--- config.mk ---
export PLATFORM = sky130hd
export DESIGN_NAME = rename_regfile
export DESIGN_NICKNAME = d
export VERILOG_FILES = /design/src/rtl/rename_regfile.sv
export SDC_FILE = /design/constraint.sdc
export NUM_CORES = 2
export LEC_CHECK = 0
export CORE_AREA = 2 2 351 353
export CTS_CLUSTER_DIAMETER = 150
export DETAILED_ROUTE_END_ITERATION = 7
export DIE_AREA = 0 0 353 355
export PLACE_DENSITY = 0.71
export SLEW_MARGIN = 15
export SYNTH_ARGS = -nofsm -noshare
export SYNTH_HDL_FRONTEND = slang
export SYNTH_SLANG_ARGS = --single-unit
--- constraint.sdc ---
create_clock -name clk_i -period 11.9 [get_ports clk_i]
set_input_delay 1.785 -clock clk_i [delete_from_list [all_inputs] [get_ports clk_i]]
set_output_delay 1.785 -clock clk_i [all_outputs]
set_load 0.005 [all_outputs]
--- src/rtl/rename_regfile.sv ---
// rtl/rename_regfile.sv - architectural register file with rename busy/tag table
module rename_regfile #(
    parameter int XLEN   = 32,
    parameter int NREG   = 32,
    parameter int TAG_W  = 4,
    parameter int NRP    = 2,
    parameter int BYPASS = 1,
    localparam int AW    = $clog2(NREG)
) (
    input  logic                  clk_i,
    input  logic                  rst_ni,
    input  logic                  rdy_i,
    input  logic                  flush_i,
    input  logic [NRP*AW-1:0]     rd_addr_i,
    output logic [NRP-1:0]        rd_ready_o,
    output logic [NRP*XLEN-1:0]   rd_val_o,
    input  logic                  rn_en_i,
    input  logic [AW-1:0]         rn_addr_i,
    input  logic [TAG_W-1:0]      rn_tag_i,
    input  logic                  cm_en_i,
    input  logic [AW-1:0]         cm_addr_i,
    input  logic [XLEN-1:0]       cm_val_i,
    input  logic [TAG_W-1:0]      cm_tag_i,
    output logic [AW:0]           busy_cnt_o
);

    logic [XLEN-1:0]  val_q [NREG];
    logic [TAG_W-1:0] tag_q [NREG];
    logic [NREG-1:0]  busy_q, busy_d;
    logic [AW:0]      cnt_q, cnt_d;

    logic cm_we, rn_we, cm_clr, rn_set;

    always_comb begin
        cm_we  = cm_en_i && (cm_addr_i != '0);
        rn_we  = rn_en_i && (rn_addr_i != '0) && !flush_i;
        // A same-cycle rename of the committed register keeps it busy under the new tag.
        cm_clr = cm_we && busy_q[cm_addr_i] && (tag_q[cm_addr_i] == cm_tag_i)
                 && !(rn_we && (rn_addr_i == cm_addr_i));
        rn_set = rn_we && !busy_q[rn_addr_i];

        busy_d = busy_q;
        if (flush_i) begin
            busy_d = '0;
        end else begin
            if (cm_clr) busy_d[cm_addr_i] = 1'b0;
            if (rn_we)  busy_d[rn_addr_i] = 1'b1;
        end

        cnt_d = cnt_q;
        if (flush_i) begin
            cnt_d = '0;
        end else if (rn_set && !cm_clr) begin
            cnt_d = cnt_q + 1'b1;
        end else if (cm_clr && !rn_set) begin
            cnt_d = cnt_q - 1'b1;
        end
    end

    always_ff @(posedge clk_i or negedge rst_ni) begin
        if (!rst_ni) begin
            busy_q <= '0;
            cnt_q  <= '0;
            for (int i = 0; i < NREG; i++) begin
                val_q[i] <= '0;
                tag_q[i] <= '0;
            end
        end else if (rdy_i) begin
            busy_q <= busy_d;
            cnt_q  <= cnt_d;
            if (cm_we) val_q[cm_addr_i] <= cm_val_i;
            if (rn_we) tag_q[rn_addr_i] <= rn_tag_i;
        end
    end

    assign busy_cnt_o = cnt_q;

    always_comb begin
        logic [AW-1:0]   a;
        logic [XLEN-1:0] tag_ext;
        rd_ready_o = '0;
        rd_val_o   = '0;
        for (int p = 0; p < NRP; p++) begin
            a       = rd_addr_i[p*AW +: AW];
            tag_ext = '0;
            tag_ext[TAG_W-1:0] = tag_q[a];
            if (a == '0) begin
                rd_ready_o[p]          = 1'b1;
                rd_val_o[p*XLEN +: XLEN] = '0;
            end else if ((BYPASS != 0) && rdy_i && cm_en_i && (cm_addr_i == a) && busy_q[a]
                         && (tag_q[a] == cm_tag_i) && !(rn_en_i && (rn_addr_i == a))) begin
                rd_ready_o[p]          = 1'b1;
                rd_val_o[p*XLEN +: XLEN] = cm_val_i;
            end else if (busy_q[a]) begin
                rd_ready_o[p]          = 1'b0;
                rd_val_o[p*XLEN +: XLEN] = tag_ext;
            end else begin
                rd_ready_o[p]          = 1'b1;
                rd_val_o[p*XLEN +: XLEN] = val_q[a];
            end
        end
    end

endmodule
* Word-level counts from Yosys, hierarchy flattened
Cells that the tools add are included.
** Operators by class
- Add/subtract/negate cells :: 2
- Order comparisons :: 12
- Mux-type cells :: 52
- Bitwise gates (word level) :: 7
- Eq/ne operators :: 8
- Reduce and logical (&&, ||, !) cells :: 40
** Operators with widths (count)
- 1024-bit bitwise mux :: 1
- 32-bit two-way mux :: 15
- 32-bit binary-select mux with 5-bit select :: 2
- 32-bit demux with 5-bit select :: 1
- 128-bit bitwise mux :: 1
- 4-bit binary-select mux with 5-bit select :: 3
- 32-bit AND :: 1
- 32-bit NOT :: 1
- 32-bit OR :: 1
- 4-bit two-way mux :: 7
- 5-bit equality test :: 5
- 1-bit logical AND :: 25
- 6-bit >= comparator, second input constant :: 4
- 5-bit by 6-bit < comparator with 1-bit output, second input constant :: 4
- 5-bit NOT with 6-bit output :: 4
- 1-bit binary-select mux with 5-bit select :: 4
- 4-bit demux with 5-bit select :: 1
- 6-bit two-way mux :: 3
- 4-bit equality test :: 3
- 6-bit by 1-bit < comparator with 1-bit output, second input constant :: 2
- 1-bit two-way mux :: 12
- 1-bit demux with 5-bit select :: 2
- 5-bit by 1-bit >= comparator with 1-bit output, second input constant :: 2
- 5-bit logical NOT :: 2
- 6 further kinds :: 15
** Word-level totals
- Logic and storage cells :: 187
- Flip-flop bits (word level) :: 1190
- Input bits :: 66
- Output and inout bits :: 72

* Longest topological paths before layout
- Depth in word-level cells :: 12
- Gate-level depth with buffers :: 21
- Mapped depth without buffers :: 16

* Least setup slack after synthesis
OpenSTA, ideal clock, no wires.
- Path type :: input-to-output
- Start :: input rd_addr_i[5]
- End :: output rd_val_o[37]
- Path buffers :: 5
- Cell stages on the path :: 9
- Arrival :: 4.512 ns
- Path slack :: 5.603 ns
- Data required time :: 10.115 ns
- Cell sequence :: buf_6 -> buf_4 -> buf_2 -> buf_2 -> buf_1 -> mux4_2 -> mux4_2 -> mux2i_1 -> o2bb2ai_2
** On the way
- Word-level cells in the longest chain between the ends :: 9
- Elaborated cells on any way between the ends :: 22
** RTL lines
- start: declaration :: line 14 : input logic [NRP*AW-1:0] rd_addr_i,
- 5-bit NOT with 6-bit output (implied by the code) :: line 91, 99
- 4-bit binary-select mux with 5-bit select :: line 91 : && (tag_q[a] == cm_tag_i) && !(rn_en_i && (rn_addr_i == a))) begin
- 4-bit two-way mux (implied by the code) (2 in series) :: line 91
- 4-bit equality test :: line 91
- 1-bit logical AND (2 in series) :: line 91
- 32-bit two-way mux :: line 90 : end else if ((BYPASS != 0) && rdy_i && cm_en_i && (cm_addr_i == a) && busy_q[a]
- 32-bit two-way mux * :: line 87 : if (a == '0) begin
- end: declaration :: line 16 : output logic [NRP*XLEN-1:0] rd_val_o,
Every way passes the cells marked *; elsewhere a longest branch is shown, timed or not. The select of a mux whose other input is x is not followed.

* Worst setup path in the final report
- Start :: input rd_addr_i[5]
- End :: output rd_val_o[63]
Same word-level chain as after synthesis.

==> metrics <==
status=finished clean; Min Hold Slack=0.391 ns; Buffers on Ports=137; Worst Tran Pin Value=1.25 ns; Clock Power Share=0.368; Sw Ratio=0.266; distinct cell type count after synthesis=65; drt wl/cell=33.2 um; main flop type after synthesis=dfrtp_1; worst path required time=10.12 ns; clk sinks=1190; first-pass GRT wire length=288000 um; Root Buffer=clkbuf_16; clock transition at the registers of the reported paths=0.06 ns; CTS tree=built; # resized after CTS=0; Psw=0.00293 W; Slew Limit Fails=0; Chip Width=353 um; Worst Hold Class=reg2reg; ranking of synthesized cells by area=dfrtp_1, mux4_2, mux2_2; DRT Wirelength=194000 um; area of the multi-input gates=34800 um2; sequential share of the synthesized area=0.449; unrepaired setup endpoints after global routing=false; initial core utilization=0.546; DP Worst Slack=2.97 ns; postcts setup bufs=0; FP Rows=about 130; Worst Skew=0.0218 ns; initial DRC count=4331; Mapped Cells=4232; Period minus WS final=8.83 ns; DRC=0; Synth area leader=dfrtp_1; startpoint class of the critical path=input pin; Max-slew headroom=0.165; FMAX=approximately 0.11 GHz; Clock Path Buffers=3; hpwl dp=around 110000 um; TNS Setup=0 ns; Nets=4186; DRT antenna net count=0; # setup viols final=0; clock buffer count from CTS=approximately 130; Setup crit end kind=output pin; Cell Pwr Density=between 150 and 200 nW/um2; FILL cells=9184; Vias=41.1k; sequential share of power=0.448; category of the most critical setup path=in2out; GRT Util Overall=0.314; Max-cap violations=0; Tot Pwr=0.0110 W; vias per cell=roughly 7; clock latency on the worst-skew pair=0.76 ns; syn nets=4303; Synth top area share=0.449; Pre-antenna DRT Iters=5; io pins=138; die area=125000 um2; Worst EP arrival=between 7 and 8 ns; syn avg cell area=roughly 16 um2; Yosys reg bits=1190; Leak Pwr=31.7 nW; CP max FO=86; setup ws final=approximately 3 ns; CTS H-Tree Depth=4; internal power=between 0.008 and 0.009 W; Core ar.=121000 um2; Hold Fails Final Rpt=0; VDD IR max=163 uV; total congestion overflow=0; Post-synth EDFFs=0; FF+latch area=29800 um2; area of the mapped netlist=66300 um2; ratio of cells with drive above 1 in the final layout=0.532; Synth async-reset ratio=1.00; vias in the first global route=42.2k; initial antenna violation count=7; die height=355 um; pin count of the biggest net entering global routing=~180; number of synthesis warnings=0; fin crit share=0.742; Gate power share=0.184; GPL Wtd Cong=about 0.9; Hold Buf Count CTS=0; area grow syn2layout=10.1%
==> routing by layer <==
metal / track usage / vias to the layer above / wire length [um]
li1: - / 16300 / -
met4: 0.110 / 4 / 7150
met1: 0.441 / 22500 / 79300
met3: 0.0669 / 433 / 16000
met2: 0.490 / 1879 / 91200
met5: 0 / - / 27
==> cell usage after synthesis, types with 20 or more instances <==
cell type / instances
buf_1: 58
buf_2: 48
clkbuf_1: 366
dfrtp_1: 1190
mux2_2: 1116
mux2i_1: 151
mux4_2: 746
nand2_1: 102
nand3_1: 28
nor2_1: 81
o21ai_0: 46
o2bb2ai_2: 20
o311ai_0: 20
xor2_1: 21
==> power by group through the flow <==
stage          combinational (W)  sequential [W]  clock (W)
2_1_floorplan            0.00146         0.00486          0
3_3_place_gp             0.00198         0.00495          0
3_5_place_dp             0.00203         0.00499          0
4_1_cts                  0.00203         0.00492    0.00410
5_1_grt                  0.00216         0.00500    0.00426
6_report                 0.00202         0.00493    0.00405
==> registers in the layout, indices dropped and copies added, names as in the netlist <==
name,flops
val_q,1024
busy_cnt_o,6
busy_q,32
tag_q,128
==> cell type report <==
type,instances,area share
Multi-Input combinational cell,2543,0.476
Sequential cell,1190,0.408
Clock buffer,198,0.0540
Timing Repair Buffer,233,0.0296
Tap cell,1625,0.0278
Clock inverter,32,0.00399
Inverter,16,0.000822
Antenna cell,1,0.0000343
==> worst paths after layout <==
| kind | start | end | slack [ns] | cells past startpoint |
|---|---|---|---|---|
| max | rd_addr_i[5] | rd_val_o[63] | 3.07 | 12 |
| min | val_q[995] | val_q[995] | 0.39 | 0 |
| max reg2reg | tag_q[102] | busy_cnt_o[5] | 7.60 | 16 |
| min reg2reg | val_q[995] | val_q[995] | 0.39 | 0 |
| max in group asynchronous | rst_ni | val_q[405] | 8.37 | 3 |
| min in group asynchronous | rst_ni | tag_q[107] | 1.06 | 1 |
==> stage by stage <==
step	instance area, um2	cells	utilization
finish	73000	5838	0.602
global route	73000	5838	0.602
CTS	73100	5837	0.602
detailed placement	68800	5607	0.567
global placement	68800	5607	0.567
floorplan	66300	4232	-
==> layout by cell type (no fill, tap or decap), drive strengths merged, types with 6 or more instances in the layout <==
master         instances
clkbuf               198
clkdlybuf4s50        119
nand4                 12
buf                  114
or2                    6
nand2                102
mux2                1116
o2bb2ai               28
nand2b                 7
o31ai                  8
a31oi                  8
nor4                   9
clkinv                25
or3                    6
and3                   6
nor2                  81
o21ai                 46
mux2i                152
xnor2                 18
dfrtp               1190
mux4                 765
xor2                  21
o22ai                 19
inv                   20
a21oi                 11
o221ai                 6
o311ai                23
nor3                  15
nand3                 28
==> critical path, cell delays in order <==
cell             delay, ns
buf_8                 0.54
buf_4                 0.81
mux4_1                0.63
mux2i_1               0.18
mux4_2                0.27
xor2_1                0.17
nand2_1               0.12
nor4_4                0.39
and2b_2               0.69
buf_4                 0.50
o2bb2ai_1             0.18
clkdlybuf4s50_1       0.54
==> kinds of logic (layout without fill, tap and decap cells) <==
| family | after synthesis | after routing | share of synthesized area |
|---|---|---|---|
| multiplexers | 2033 | 2033 | 0.473 |
| flip-flops | 1190 | 1190 | 0.449 |
| buffers and inverters | 499 | 479 | 0.0307 |
| AND/OR/NAND/NOR | 295 | 295 | 0.0209 |
| AO/OA/AOI/OAI | 171 | 171 | 0.0199 |
| XOR/XNOR | 39 | 39 | 0.00515 |
| adder cells (fa/ha/maj) | 5 | 5 | 0.00106 |
| other | 0 | 1 | 0 |
(Power assumes the default switching activity.)
